<file path="src/rtl/reg_status_table.sv">
// Register status table: tracks, per architectural register, whether the
// newest value is in flight (PEND), already produced into the ROB (INROB),
// or up to date in the regfile (FREE), together with its producing ROB tag.

// One status entry: 2-bit state plus producing tag.
module reg_status_table_entry #(
    parameter int TAG_W = 6
) (
    input  logic             clk,
    input  logic             rst_n,
    input  logic             flush_i,
    input  logic             dis_hit_i,
    input  logic [TAG_W-1:0] dis_tag_i,
    input  logic             cmt_hit_i,
    input  logic [TAG_W-1:0] cmt_tag_i,
    input  logic             cdb_valid_i,
    input  logic [TAG_W-1:0] cdb_token_i,
    output logic [1:0]       state_o,
    output logic [TAG_W-1:0] tag_o
);
    localparam logic [1:0] ST_FREE  = 2'b00;
    localparam logic [1:0] ST_PEND  = 2'b01;
    localparam logic [1:0] ST_INROB = 2'b10;
    localparam logic [1:0] ST_ILL   = 2'b11;

    logic [1:0]       state_q, state_d;
    logic [TAG_W-1:0] tag_q, tag_d;

    // Next-state: flush > dispatch > commit (tag must match) > CDB wakeup.
    always_comb begin
        state_d = state_q;
        tag_d   = tag_q;
        if (state_q == ST_ILL) state_d = ST_FREE;
        if (flush_i) begin
            state_d = ST_FREE;
            tag_d   = '0;
        end else if (dis_hit_i) begin
            state_d = ST_PEND;
            tag_d   = dis_tag_i;
        end else if (cmt_hit_i && (cmt_tag_i == tag_q) &&
                     ((state_q == ST_PEND) || (state_q == ST_INROB))) begin
            // A mismatching tag means a younger writer owns this entry.
            state_d = ST_FREE;
        end else if (cdb_valid_i && (state_q == ST_PEND) && (cdb_token_i == tag_q)) begin
            state_d = ST_INROB;
        end
    end

    // State register, cleared asynchronously.
    always_ff @(posedge clk or negedge rst_n) begin
        if (!rst_n) begin
            state_q <= ST_FREE;
            tag_q   <= '0;
        end else begin
            state_q <= state_d;
            tag_q   <= tag_d;
        end
    end

    assign state_o = state_q;
    assign tag_o   = tag_q;
endmodule

module reg_status_table #(
    parameter int TAG_W = 6
) (
    input  logic             clk,
    input  logic             rst_n,
    input  logic [4:0]       rsaddr_dis,
    input  logic [4:0]       rtaddr_dis,
    output logic [TAG_W-1:0] rstag_rst,
    output logic             rsbusy_rst,
    output logic             rsinrob_rst,
    output logic [TAG_W-1:0] rttag_rst,
    output logic             rtbusy_rst,
    output logic             rtinrob_rst,
    input  logic             rdwen_dis,
    input  logic [4:0]       rdaddr_dis,
    input  logic [TAG_W-1:0] rdtag_dis,
    input  logic             cdb_valid,
    input  logic [TAG_W-1:0] cdb_token,
    input  logic             cmt_valid,
    input  logic [4:0]       cmt_rdaddr,
    input  logic [TAG_W-1:0] cmt_tag,
    input  logic             flush
);
    localparam logic [1:0] ST_PEND  = 2'b01;
    localparam logic [1:0] ST_INROB = 2'b10;

    logic [31:0][1:0]       st;
    logic [31:0][TAG_W-1:0] tg;

    // r0 never renames.
    assign st[0] = '0;
    assign tg[0] = '0;

    for (genvar g = 1; g < 32; g++) begin : g_ent
        reg_status_table_entry #(.TAG_W(TAG_W)) u_ent (
            .clk         (clk),
            .rst_n       (rst_n),
            .flush_i     (flush),
            .dis_hit_i   (rdwen_dis && (rdaddr_dis == 5'(g))),
            .dis_tag_i   (rdtag_dis),
            .cmt_hit_i   (cmt_valid && (cmt_rdaddr == 5'(g))),
            .cmt_tag_i   (cmt_tag),
            .cdb_valid_i (cdb_valid),
            .cdb_token_i (cdb_token),
            .state_o     (st[g]),
            .tag_o       (tg[g])
        );
    end

    logic [1:0]       rs_st, rt_st;
    logic [TAG_W-1:0] rs_tg, rt_tg;
    logic             rs_pend, rt_pend;

    // Combinational read ports from pre-update state, with CDB bypass.
    always_comb begin
        rs_st   = st[rsaddr_dis];
        rs_tg   = tg[rsaddr_dis];
        rt_st   = st[rtaddr_dis];
        rt_tg   = tg[rtaddr_dis];
        rs_pend = (rs_st == ST_PEND);
        rt_pend = (rt_st == ST_PEND);

        // Illegal encoding 11 falls out as not busy here.
        rsbusy_rst  = rs_pend || (rs_st == ST_INROB);
        rtbusy_rst  = rt_pend || (rt_st == ST_INROB);
        rsinrob_rst = (rs_st == ST_INROB) || (rs_pend && cdb_valid && (cdb_token == rs_tg));
        rtinrob_rst = (rt_st == ST_INROB) || (rt_pend && cdb_valid && (cdb_token == rt_tg));
        rstag_rst   = rsbusy_rst ? rs_tg : '0;
        rttag_rst   = rtbusy_rst ? rt_tg : '0;
    end
endmodule

</file>
<file path="config.mk">
export PLATFORM = sky130hd
export DESIGN_NAME = reg_status_table
export DESIGN_NICKNAME = d
export VERILOG_FILES = /design/src/rtl/reg_status_table.sv
export SDC_FILE = /design/constraint.sdc
export NUM_CORES = 1
export LEC_CHECK = 0
export CAP_MARGIN = 20
export CORE_MARGIN = 10
export CORE_UTILIZATION = 55
export DETAILED_ROUTE_END_ITERATION = 7
export PLACE_DENSITY = 0.72
export SLEW_MARGIN = 20
export SYNTH_ARGS = -nofsm -noshare
export SYNTH_HDL_FRONTEND = slang
export SYNTH_SLANG_ARGS = --single-unit
</file>
<file path="constraint.sdc">
create_clock -name clk -period 3.1 [get_ports clk]
set_input_delay 0.31 -clock clk [delete_from_list [all_inputs] [get_ports clk]]
set_output_delay 0.31 -clock clk [all_outputs]
set_load 0.02 [all_outputs]
</file>
# Yosys cells after proc, flatten, opt, wreduce, memory -nomap -nowiden

Index checks and enable logic that the tools add are counted.

Logic and storage cells: 801
Register bits after elaboration: 248

Multiplexer cells: 227
Eq/ne operators: 223
Magnitude comparators: 2
Reduce and logical (&&, ||, !) cells: 287

Operators with widths:

| cell                                                | number |
|---|---|
| two-way mux 6 bit                                   | 66 |
| == test 6 bit                                       | 64 |
| two-way mux 2 bit                                   | 157 |
| logical AND 1 bit                                   | 190 |
| == test 5 bit (second input constant)               | 32 |
| nonzero test 5 bit                                  | 31 |
| == test 2 bit (second input constant)               | 64 |
| == test 5 x 4 -> 1 bit (second input constant)      | 16 |
| == test 2 x 1 -> 1 bit (second input constant)      | 33 |
| nonzero test 2 bit                                  | 31 |
| binary-select mux 6 bit (select 5 bit)              | 2 |
| == test 5 x 3 -> 1 bit (second input constant)      | 8 |
| logical OR 1 bit                                    | 35 |
| binary-select mux 2 bit (select 5 bit)              | 2 |
| == test 5 x 2 -> 1 bit (second input constant)      | 4 |
| < comparator 5 x 6 -> 1 bit (second input constant) | 2 |
| == test 5 x 1 -> 1 bit (second input constant)      | 2 |

# Depth between registers and ports, before layout

Gate-level depths: netlist of the first run.

Word-level depth: 7
Mapped depth: 14

# Modules after synthesis

A second synthesis of the first run with hierarchy kept.

Cells, all modules: 2087
Area total of the unflattened synthesis: 21421.8 µm²

Modules (own cells, without submodules):

| module                 | times used | cells each | area each (µm²) | sequential area each (µm²) |
|---|---|---|---|---|
| reg_status_table_entry | 31         | 49         | 521.8           | 200.2 |
| reg_status_table       | 1          | 568        | 5247.5          | 0.0 |

# Least setup slack after synthesis of the first run

OpenSTA, ideal clock, no wires.

Kind: input to output
From: input port rtaddr_dis[0]
To: output port rttag_rst[4]
Stages on the path: 9
Setup slack: -270 ps
Required time: 2790 ps
Arrival time: 3060 ps
Path through: buf_4 -> buf_2 -> buf_2 -> mux4_2 -> mux4_2 -> mux2i_1 -> inv_1 -> ha_1 -> a211oi_1

Longest elaborated chain between the ends: 5
Elaborated cells on any way between the ends: 8

Ends and longest elaborated chain:

| item                                                           | line     | RTL |
|---|---|---|
| start: declaration                                             | 70       | `input logic [4:0] rtaddr_dis,` |
| binary-select mux 2 bit (select 5 bit)                         | 121      | `rt_st = st[rtaddr_dis];` |
| two-way mux 2 bit (not written as such)                        | 121      |  |
| == test 2 x 1 -> 1 bit / == test 2 bit (equally long branches) | 124, 128 |  |
| logical OR 1 bit                                               | 128      | `rtbusy_rst = rt_pend \|\| (rt_st == ST_INROB);` |
| two-way mux 6 bit *                                            | 132      | `rttag_rst = rtbusy_rst ? rt_tg : '0;` |
| end: declaration                                               | 74       | `output logic [TAG_W-1:0] rttag_rst,` |

Mark *: on every way between the ends. The rest lies on a longest branch, timed or not. The select of a mux whose other input is x is not followed.

# Worst setup path after layout of the first run

From: register g_ent[28].u_ent.state_q[1]
To: output port rtinrob_rst

Longest elaborated chain between the ends: 6
Elaborated cells on any way between the ends: 7

Ends and longest elaborated chain:

| item                                      | line | RTL |
|---|---|---|
| start: declaration                        | 26   | `logic [1:0] state_q, state_d;` |
| start signal: assignment                  | 55   | `state_q <= state_d;` |
| binary-select mux 2 bit (select 5 bit) *  | 121  |  |
| two-way mux 2 bit (not written as such) * | 121  |  |
| == test 2 x 1 -> 1 bit                    | 124  | `rt_pend = (rt_st == ST_PEND);` |
| logical AND 1 bit (2 in a row)            | 130  | `rtinrob_rst = (rt_st == ST_INROB) \|\| (rt_pend && cdb_valid && (cdb_token == rt_tg));` |
| logical OR 1 bit *                        | 130  |  |
| end: declaration                          | 76   | `output logic rtinrob_rst,` |

Marks and branches as above.

==> impl_metrics.env, run 1 <==
export IMPL_dpl_worst_slack_ns=-0.906
export IMPL_combPwrFrac_pct=18.6
export IMPL_globalRouteOverflowTotal=0
export IMPL_yosysWarnings=0
export IMPL_synth_async_reset_ratio_pct=100
export IMPL_p_int_uw=6010
export IMPL_wl_per_cell_um=31.8
export IMPL_synthesis_area_mm2=0.0198
export IMPL_cp_arrival_ns=3.14
export IMPL_clock_sinks=248
export IMPL_rsz0062_at_grt="true"
export IMPL_synthFlopType="dfrtp_1"
export IMPL_grt_use_total_pct=40.1
export IMPL_htree_levels=1
export IMPL_holdCritStartpoint="flush"
export IMPL_worstMarginPinSlew_ns=1.05
export IMPL_crit_path_max_incr_delay_ns=0.54
export IMPL_drtIter0Drc=2884
export IMPL_insertion_delay_ns=0.60
export IMPL_fill_cells=2702
export IMPL_post_route_period_util_pct=111
export IMPL_clk_pin_slew_ns=0.06
export IMPL_swShare_pct=29.7
export IMPL_numCtsBuffers=29
export IMPL_hold_viol=0
export IMPL_syn_num_nets=2082
export IMPL_ir_worst_vdd_mv=0.470
export IMPL_fin_crit_ns=3.45
export IMPL_grt_antenna_before_repair=4
export IMPL_end_kind="output pin"
export IMPL_cp_slowest_cell="mux4_2"
export IMPL_cts_root_buf="clkbuf_16"
export IMPL_avgSynthCellArea_um2=10.1
export IMPL_vias_per_cell=6.92
export IMPL_final_max_slew_violation_count=0
export IMPL_vias=19600
export IMPL_critical_path_class="reg -> out"
export IMPL_synth_edf_count=0
export IMPL_setup_viol=16
export IMPL_start_kind="flip-flop"
export IMPL_ys_ff_latch=248
export IMPL_layout_nets=2457
export IMPL_fin_ws_ns=-0.348
export IMPL_grt_pass1_wl_mm=132
export IMPL_setup_tns_ns=-4.03
export IMPL_grt_max_degree=86
export IMPL_r2r_slack_ns=1.16
export IMPL_min_path_cells=2
export IMPL_initial_utilization_pct=55.8
export IMPL_area_growth_pct=26.6
export IMPL_cp_cell_sequence="mux4_2 > mux4_2 > nor2_2 > or2_4 > ha_4 > nand2_4 > a31oi_4 > a31oi_4 > a21oi_4 > buf_6"
export IMPL_r2r_end="g_ent[22].u_ent.state_o[0]"
export IMPL_route_detailed_drc=0
export IMPL_layout_drive_gt1_share_pct=28.5
export IMPL_status="complete, but fails checks"
export IMPL_drv_cap=0
export IMPL_wirelength_mm=90.2
export IMPL_ios=60
export IMPL_io_buffers=59
export IMPL_cp_max_fo=2
export IMPL_core_area_mm2=0.0356
export IMPL_pwr_density_cell_mw_per_mm2=340
export IMPL_power_leakage_uw=0.0115
export IMPL_cts_tree="done"
export IMPL_die_area_mm2=0.0441
export IMPL_failed_checks="setup timing"
export IMPL_pwr_share_clk_pct=42.9
export IMPL_first_global_vias=19500
export IMPL_p_switching_uw=2540
export IMPL_seqPwrFrac_pct=38.5
export IMPL_routabilityCongestion=1.06
export IMPL_drt_first_pass_iters=7
export IMPL_clock_skew_ns=0.0188
export IMPL_clockBufferDepth=3
export IMPL_max_slew_margin_pct=29.8
export IMPL_syn_instance_count=1972
export IMPL_hold_end="g_ent[7].u_ent.tag_o[2]"
export IMPL_reg2reg_from="g_ent[22].u_ent.state_o[1]"
export IMPL_core_rowCount=69
export IMPL_max_freq_mhz=290
export IMPL_synthDistinctLibCells=58
export IMPL_reg2regPathDepth=7
export IMPL_ys_seq_area_share_pct=31.3
export IMPL_chipHeight_um=210
export IMPL_die_w_um=210
export IMPL_ant_nets=0
export IMPL_cp_required_ns=2.79
export IMPL_worstHoldPathType="in -> reg"
export IMPL_hpwl_mm=64.8
[layout make-up]
type	instances	area [µm²]	share of cell area [%]
multi-input combinational	1533	13100	52.1
antenna	4	10.0	0.0399
sequential	248	6220	24.8
clock buffer	44	902	3.59
inverter	44	168	0.667
clock inverter	8	109	0.433
tap	461	577	2.30
timing repair buffer	491	4040	16.1
[state kept, by name (all words and copies together), names as in the netlist]
signal / flops
g_ent.u_ent.state_o: 62
g_ent.u_ent.tag_o: 186
[critical path, delay by kind of cell (launching register included)]
family,cells,cell delay [ns]
muxes,2,1.06
AOI/OAI and AO/OA,3,0.48
DFF,1,0.41
and+or+nand+nor,3,0.30
buffers and inverters,1,0.15
adders and majority gates,1,0.14
[timing repair]
| item | 4_1_cts | 5_1_grt |
|---|---|---|
| endpoints found under the setup margin | 16 | 16 |
| setup buffers | 8 | 3 |
| pin swaps | 16 | 8 |
| cloned | 0 | 0 |
| hold buffers | 1 | 0 |
| resized for setup | 124 | 27 |
| hold endpoints to repair | 79 | 0 |
[per-stage QoR]
stage | cell area, µm² | utilization, % | hold slack [ns] | power (µW) | std cells
6_report | 25100 | 70.6 | 0.272 | 8540 | 2833
5_1_grt | 25100 | 70.6 | 0.266 | 8720 | 2829
4_1_cts | 25000 | 70.2 | 0.236 | 8470 | 2826
3_5_place_dp | 23800 | 66.8 | 0.355 | 4830 | 2767
3_3_place_gp | 23800 | 66.8 | 0.356 | 4810 | 2767
2_1_floorplan | 19900 | - | 0.0144 | 4120 | 1972
[power groups by stage]
stage                     Sequential, µW  Clock (µW)  Combinational [µW]
after floorplan                     3340           0                 775
after global placement              3340           0                1470
after detailed placement            3340           0                1490
after CTS                           3290        3670                1520
after global routing                3290        3800                1630
final                               3290        3670                1590
[routing by layer]
| metal | share of wire, % | global-route usage, % | up-vias |
|---|---|---|---|
| li1 | - | - | 7956 |
| met1 | 38 | 53.9 | 9666 |
| met2 | 42 | 57.6 | 1563 |
| met3 | 14 | 12.1 | 407 |
| met4 | 6.2 | 19.9 | 2 |
| met5 | 0.014 | 0 | - |
[cells by family after synthesis]
kind of cell	count (synthesis)	synth area share, %
AO/OA/AOI/OAI	316	11.4
buffers and inverters	191	3.89
flip-flops	248	31.3
AND/OR/NAND/NOR	530	13.8
multiplexers	232	18.3
adder cells (fa/ha/maj)	66	4.16
XOR/XNOR	389	17.2
[layout by cell type, fill, tap and decap left out, types with 18 or more instances in the layout]
master             n
nor4_1            18
clkdlybuf4s50_1   25
nor3_1            70
mux4_2           102
nor2b_1           36
nand3_1           68
nand4_1           64
mux2i_1          105
o21ai_0           58
ha_1              63
a22o_1           119
buf_4            408
xnor2_1          238
nand2_1           57
a21oi_1           42
buf_12            18
xor2_1           150
nand3b_1          36
nor2_1           118
inv_1             38
buf_6             24
o22ai_1           34
dfrtp_1          238
clkbuf_16         29
[synthesized netlist by cell type, types with 64 or more instances]
| cell | number | share of area [%] |
|---|---|---|
| ha_1 | 66 | 4.2 |
| xor2_1 | 151 | 6.7 |
| clkbuf_1 | 93 | 1.8 |
| xnor2_1 | 238 | 11 |
| dfrtp_1 | 248 | 31 |
| mux2i_1 | 108 | 5.5 |
| nor2_1 | 127 | 2.4 |
| a22o_1 | 119 | 5.3 |
| mux4_2 | 102 | 12 |
| nand4_1 | 64 | 2.0 |
| nor3_1 | 70 | 1.8 |
| nand3_1 | 68 | 1.7 |
[worst max-delay path by stage]
stage | start | endpoint | slack, ns | cells after the start
2_1_floorplan | rtaddr_dis[1] | rttag_rst[5] | 0.02 | 11
3_3_place_gp | rtaddr_dis[0] | rtinrob_rst | -0.89 | 14
3_5_place_dp | rtaddr_dis[0] | rtinrob_rst | -0.91 | 10
4_1_cts | g_ent[15].u_ent.tag_o[2] | rtinrob_rst | -0.35 | 8
5_1_grt | g_ent[28].u_ent.state_o[1] | rtinrob_rst | -0.40 | 10
6_report | g_ent[28].u_ent.state_o[1] | rtinrob_rst | -0.35 | 10
(Power assumes the default switching activity.)
==> run 2: changes to the inputs <==
- CORE_ASPECT_RATIO: not set -> 0.6
- PLACE_DENSITY: 0.72 -> 0.76
==> run 2 against run 1 <==
The run still ends with setup timing left. Clock power barely moved. Largest power group unchanged. Die area is 0.56% higher. Utilization rose by 0.62 points. Critical path depth is 1 higher. Via count is 2.6% higher. Largest cell class unchanged. Power increased by 0.24%. Global-route usage up 1.4 points. Worst hold slack better by 0.014 ns. Sequential share of layout area about the same.
==> impl_metrics.env, run 2 (synthesis gave the netlist of run 1 again) <==
export IMPL_numCtsBuffers=27
export IMPL_failed_checks="setup timing"
export IMPL_wirelength_mm=94.8
export IMPL_pwr_density_cell_mw_per_mm2=341
export IMPL_globalRouteOverflowTotal=0
export IMPL_clock_skew_ns=0.00866
export IMPL_end_kind="output pin"
export IMPL_insertion_delay_ns=0.57
export IMPL_grt_antenna_before_repair=8
export IMPL_clk_pin_slew_ns=0.07
export IMPL_whs_ns=0.286
export IMPL_critPathLaunch="rtaddr_dis[2]"
export IMPL_ir_worst_vdd_mv=0.495
export IMPL_largest_reg_flops=186
export IMPL_final_common_cell="buf_4"
export IMPL_vias_per_cell=7.08
export IMPL_max_slew_margin_pct=36.5
export IMPL_io_buffers=59
export IMPL_layout_nets=2458
export IMPL_fin_crit_ns=3.46
export IMPL_mostFrequentLayoutCells="buf_4 (406), xnor2_1 (238), dfrtp_1 (231)"
export IMPL_route_detailed_drc=0
export IMPL_core_area_mm2=0.0353
export IMPL_cp_max_fo=9
export IMPL_vias=20100
export IMPL_worstMarginPinSlew_ns=0.948
export IMPL_drt_first_pass_iters=6
export IMPL_grt_pass1_wl_mm=135
export IMPL_reg2reg_from="g_ent[24].u_ent.state_o[1]"
export IMPL_first_global_vias=19400
export IMPL_die_area_mm2=0.0443
export IMPL_final_max_slew_violation_count=0
export IMPL_fin_ws_ns=-0.358
export IMPL_area_growth_pct=26.7
export IMPL_pwr_share_clk_pct=42.6
export IMPL_power_uw=8560
export IMPL_rsz0062_at_grt="true"
export IMPL_swShare_pct=30.1
export IMPL_clock_sinks=248
export IMPL_ios=60
export IMPL_start_kind="input pin"
export IMPL_critical_path_class="in -> out"
export IMPL_routabilityCongestion=1.13
export IMPL_core_rowCount=53
export IMPL_hold_viol=0
export IMPL_layout_drive_gt1_share_pct=28.8
export IMPL_wl_per_cell_um=33.4
export IMPL_clockBufferDepth=3
export IMPL_chipHeight_um=167
export IMPL_initial_utilization_pct=56.2
export IMPL_cp_arrival_ns=3.15
export IMPL_drv_cap=0
export IMPL_seqPwrFrac_pct=38.4
export IMPL_grt_use_total_pct=41.5
export IMPL_grt_max_degree=78
export IMPL_setup_viol=16
export IMPL_status="complete, but fails checks"
export IMPL_ant_nets=0
export IMPL_cts_root_buf="clkbuf_16"
export IMPL_die_w_um=265
export IMPL_p_int_uw=5980
export IMPL_p_switching_uw=2580
export IMPL_power_leakage_uw=0.0115
export IMPL_max_freq_mhz=289
export IMPL_drtIter0Drc=3228
export IMPL_cp_required_ns=2.79
export IMPL_post_route_period_util_pct=112
export IMPL_combPwrFrac_pct=19.0
export IMPL_layout_cells_non_filler=2838
export IMPL_cts_tree="done"
export IMPL_htree_levels=1
export IMPL_hpwl_mm=68.5
export IMPL_place_inst=2775
export IMPL_worstHoldPathType="in -> reg"
export IMPL_holdCritStartpoint="flush"
export IMPL_setup_tns_ns=-4.43
-- run 2: cell count changes in the layout (fill, tap and decap cells not counted), sizes merged --
cell      before  now
clkinvlp       0    1
buf          465  468
diode          4    3
clkbuf        44   38
bufinv         2    4
-- run 2: final cells by class --
| type | instances | area [µm²] |
|---|---|---|
| diodes | 3 | 7.51 |
| well taps | 467 | 584 |
| clock buffers | 38 | 807 |
| fillers | 2539 | 10100 |
| clock inverters | 11 | 161 |
| flip-flops and latches | 248 | 6230 |
| multi-input cells | 1533 | 13100 |
| inverters | 44 | 173 |
| repair buffers | 494 | 4120 |
-- run 2: metal layers --
metal	global-route usage [%]	up-vias	part of all wire [%]
met1	54.9	9767	38
met4	16.2	18	5.4
met3	22.8	438	19
met2	54.7	1915	37
met5	2.81	-	0.28
li1	-	7969	-
-- run 2: power by group through the flow --
stage | Combinational, µW | Sequential (µW) | Clock, µW
6_report | 1620 | 3290 | 3650
5_1_grt | 1650 | 3290 | 3740
4_1_cts | 1530 | 3290 | 3620
3_5_place_dp | 1510 | 3350 | 0
3_3_place_gp | 1490 | 3340 | 0
2_1_floorplan | 775 | 3340 | 0
-- run 2: critical path, stage by stage --
cell and delay [ns]:
clkdlybuf4s50_1 0.40, buf_4 0.20, nand2b_1 0.35, buf_4 0.24, o221ai_1 0.28, o211ai_1 0.15
a21oi_1 0.22, xor2_1 0.10, or4_4 0.52, a21oi_4 0.21, buf_6 0.14
-- run 2: path summary, 6_finish.rpt --
check	cells after the start	slack, ns	to
worst max-delay path	11	-0.36	rtinrob_rst
worst min-delay path	2	0.29	g_ent[2].u_ent.tag_o[3]
worst max register to register	8	1.12	g_ent[24].u_ent.state_o[0]
worst min register to register	2	0.64	g_ent[26].u_ent.tag_o[3]
max in group asynchronous	3	1.87	g_ent[20].u_ent.state_o[1]
min in group asynchronous	2	0.33	g_ent[17].u_ent.tag_o[0]
-- run 2: repair_timing --
| item | CTS | global route |
|---|---|---|
| resized for setup | 131 | 25 |
| buffers inserted | 6 | 4 |
| pin swaps | 13 | 4 |
| hold buffers | 1 | 0 |
| setup endpoints to repair | 16 | 16 |
| endpoints found under the hold margin | 74 | 0 |
-- run 2: metrics by stage --
| step | util [%] | cell area (µm²) | setup WS [ns] |
|---|---|---|---|
| floorplan | - | 19900 | 0.0185 |
| global placement | 67.6 | 23800 | -0.872 |
| detailed placement | 67.6 | 23800 | -0.800 |
| CTS | 70.8 | 25000 | -0.300 |
| global route | 71.2 | 25100 | -0.351 |
| finish | 71.2 | 25100 | -0.358 |
==> run 3: changes to the inputs <==
- PLACE_DENSITY: 0.76 -> 0.73
- clock period: 3.1 -> 4.45 ns (I/O delays scaled with it)
==> run 3 against run 2 <==
The run now ends clean. First-iteration DRC count decreased by 11%. Register-to-register slack improved by 1.5 ns. Sequential cell count did not move. Sequential power fell by 30%. Final cell count fell by 13%. Combinational power fell by 41%. Power fell by 35%.
==> impl_metrics.env, run 3 (synthesis gave the netlist of run 1 again) <==
export IMPL_mostFrequentLayoutCells="dfrtp_1 (248), xnor2_1 (238), xor2_1 (151)"
export IMPL_cts_resized=0
export IMPL_setup_viol=0
export IMPL_max_freq_mhz=234
export IMPL_cts_tree="done"
export IMPL_insertion_delay_ns=0.57
export IMPL_hold_viol=0
export IMPL_core_area_mm2=0.0353
export IMPL_chipHeight_um=167
export IMPL_vias_per_cell=7.27
export IMPL_largest_reg_flops=186
export IMPL_grt_pass1_wl_mm=122
export IMPL_wirelength_mm=84.4
export IMPL_clk_pin_slew_ns=0.07
export IMPL_drt_first_pass_iters=6
export IMPL_die_w_um=265
export IMPL_layout_cells_non_filler=2471
export IMPL_globalRouteOverflowTotal=0
export IMPL_fin_crit_ns=4.27
export IMPL_final_area_mm2=0.0219
export IMPL_core_rowCount=53
export IMPL_grt_max_degree=106
export IMPL_drtIter0Drc=2888
export IMPL_max_slew_margin_pct=17.0
export IMPL_drv_cap=0
export IMPL_place_inst=2426
export IMPL_first_global_vias=17200
export IMPL_wl_per_cell_um=34.2
export IMPL_cp_arrival_ns=3.83
export IMPL_pwr_density_cell_mw_per_mm2=253
export IMPL_routabilityCongestion=1.10
export IMPL_final_max_slew_violation_count=0
export IMPL_clockBufferDepth=3
export IMPL_route_detailed_drc=0
export IMPL_start_kind="input pin"
export IMPL_critical_path_class="in -> out"
export IMPL_placedInstanceArea_mm2=0.0211
export IMPL_worstHoldPathType="in -> reg"
export IMPL_status="completed"
export IMPL_power_leakage_uw=0.00951
export IMPL_cp_max_fo=22
export IMPL_htree_levels=1
export IMPL_ant_nets=0
export IMPL_numCtsBuffers=25
export IMPL_io_buffers=59
export IMPL_diodes=0
export IMPL_die_area_mm2=0.0443
export IMPL_clock_sinks=248
export IMPL_grt_antenna_before_repair=3
export IMPL_final_common_cell="dfrtp_1"
export IMPL_whs_ns=0.446
export IMPL_cts_root_buf="clkbuf_16"
export IMPL_ir_worst_vdd_mv=0.303
export IMPL_area_growth_pct=10.5
export IMPL_rsz0062_at_grt="false"
export IMPL_end_kind="output pin"
export IMPL_post_route_period_util_pct=96.0
export IMPL_initial_utilization_pct=56.2
export IMPL_grt_use_total_pct=37.2
export IMPL_layout_nets=2098
export IMPL_setup_tns_ns=0
export IMPL_hpwl_mm=60.5
export IMPL_worstMarginPinSlew_ns=1.24
export IMPL_layout_drive_gt1_share_pct=12.4
export IMPL_vias=18000
export IMPL_cp_required_ns=4.01
export IMPL_clock_skew_ns=0.0145
export IMPL_ios=60
run 3: cell types whose count changed in the layout (fill, tap and decap cells not counted), sizes merged:
| cell | delta |
|---|---|
| buf | -374 |
| clkdlybuf4s50 | +16 |
| clkinv | -3 |
| diode | -3 |
| bufinv | -1 |
| clkinvlp | -1 |
| inv | -1 |
run 3: worst max-delay path: stages:
cell and delay, ns:
buf_4 0.40, buf_4 0.25, mux4_2 0.55, mux4_2 0.49
mux2i_1 0.34, inv_1 0.08, ha_1 0.30, nor2_1 0.25
clkdlybuf4s50_1 0.69
run 3: stage by stage:
step                      utilization, %  power, µW  worst slack [ns]
after floorplan                        -       2860             0.810
after global placement              59.7       3240             0.148
after global routing                62.1       5650            0.0484
after CTS                           62.1       5500             0.215
final                               62.1       5540             0.177
after detailed placement            59.7       3250             0.204
run 3: worst paths after layout:
| check | start | end | slack (ns) | cells past startpoint |
|---|---|---|---|---|
| max | rsaddr_dis[0] | rstag_rst[5] | 0.18 | 9 |
| min | flush | g_ent[7].u_ent.tag_o[2] | 0.45 | 2 |
| max reg2reg | g_ent[14].u_ent.state_o[0] | g_ent[14].u_ent.state_o[0] | 2.65 | 5 |
| min reg2reg | g_ent[13].u_ent.tag_o[5] | g_ent[13].u_ent.tag_o[5] | 0.63 | 1 |
| max in group asynchronous | rst_n | g_ent[7].u_ent.tag_o[0] | 2.75 | 3 |
| min in group asynchronous | rst_n | g_ent[17].u_ent.tag_o[5] | 0.56 | 2 |
run 3: final cells by class:
type / count / area (µm²)
fill: 2871 / 13400
multi-input combinational: 1533 / 12900
sequential: 248 / 6210
timing repair buffer: 136 / 1270
clock buffer: 38 / 744
tap: 467 / 584
inverter: 44 / 165
clock inverter: 5 / 100
run 3: timing repair:
action | 4_1_cts | 5_1_grt
setup endpoints to repair | 0 | 0
endpoints found under the hold margin | 10 | 0
hold buffers | 1 | 0
buffers inserted | 0 | 0
run 3: power breakdown:
part	internal [µW]	switching, µW
clock network	1320	962
registers	2270	39.1
logic	315	637
run 3: metal layers:
metal / GRT usage (%) / vias up / routed length [µm]
li1: - / 7225 / -
met4: 12.6 / 6 / 3360
met3: 18.0 / 243 / 15300
met1: 51.9 / 8903 / 33500
met5: 0.562 / - / 49
met2: 48.6 / 1575 / 32200
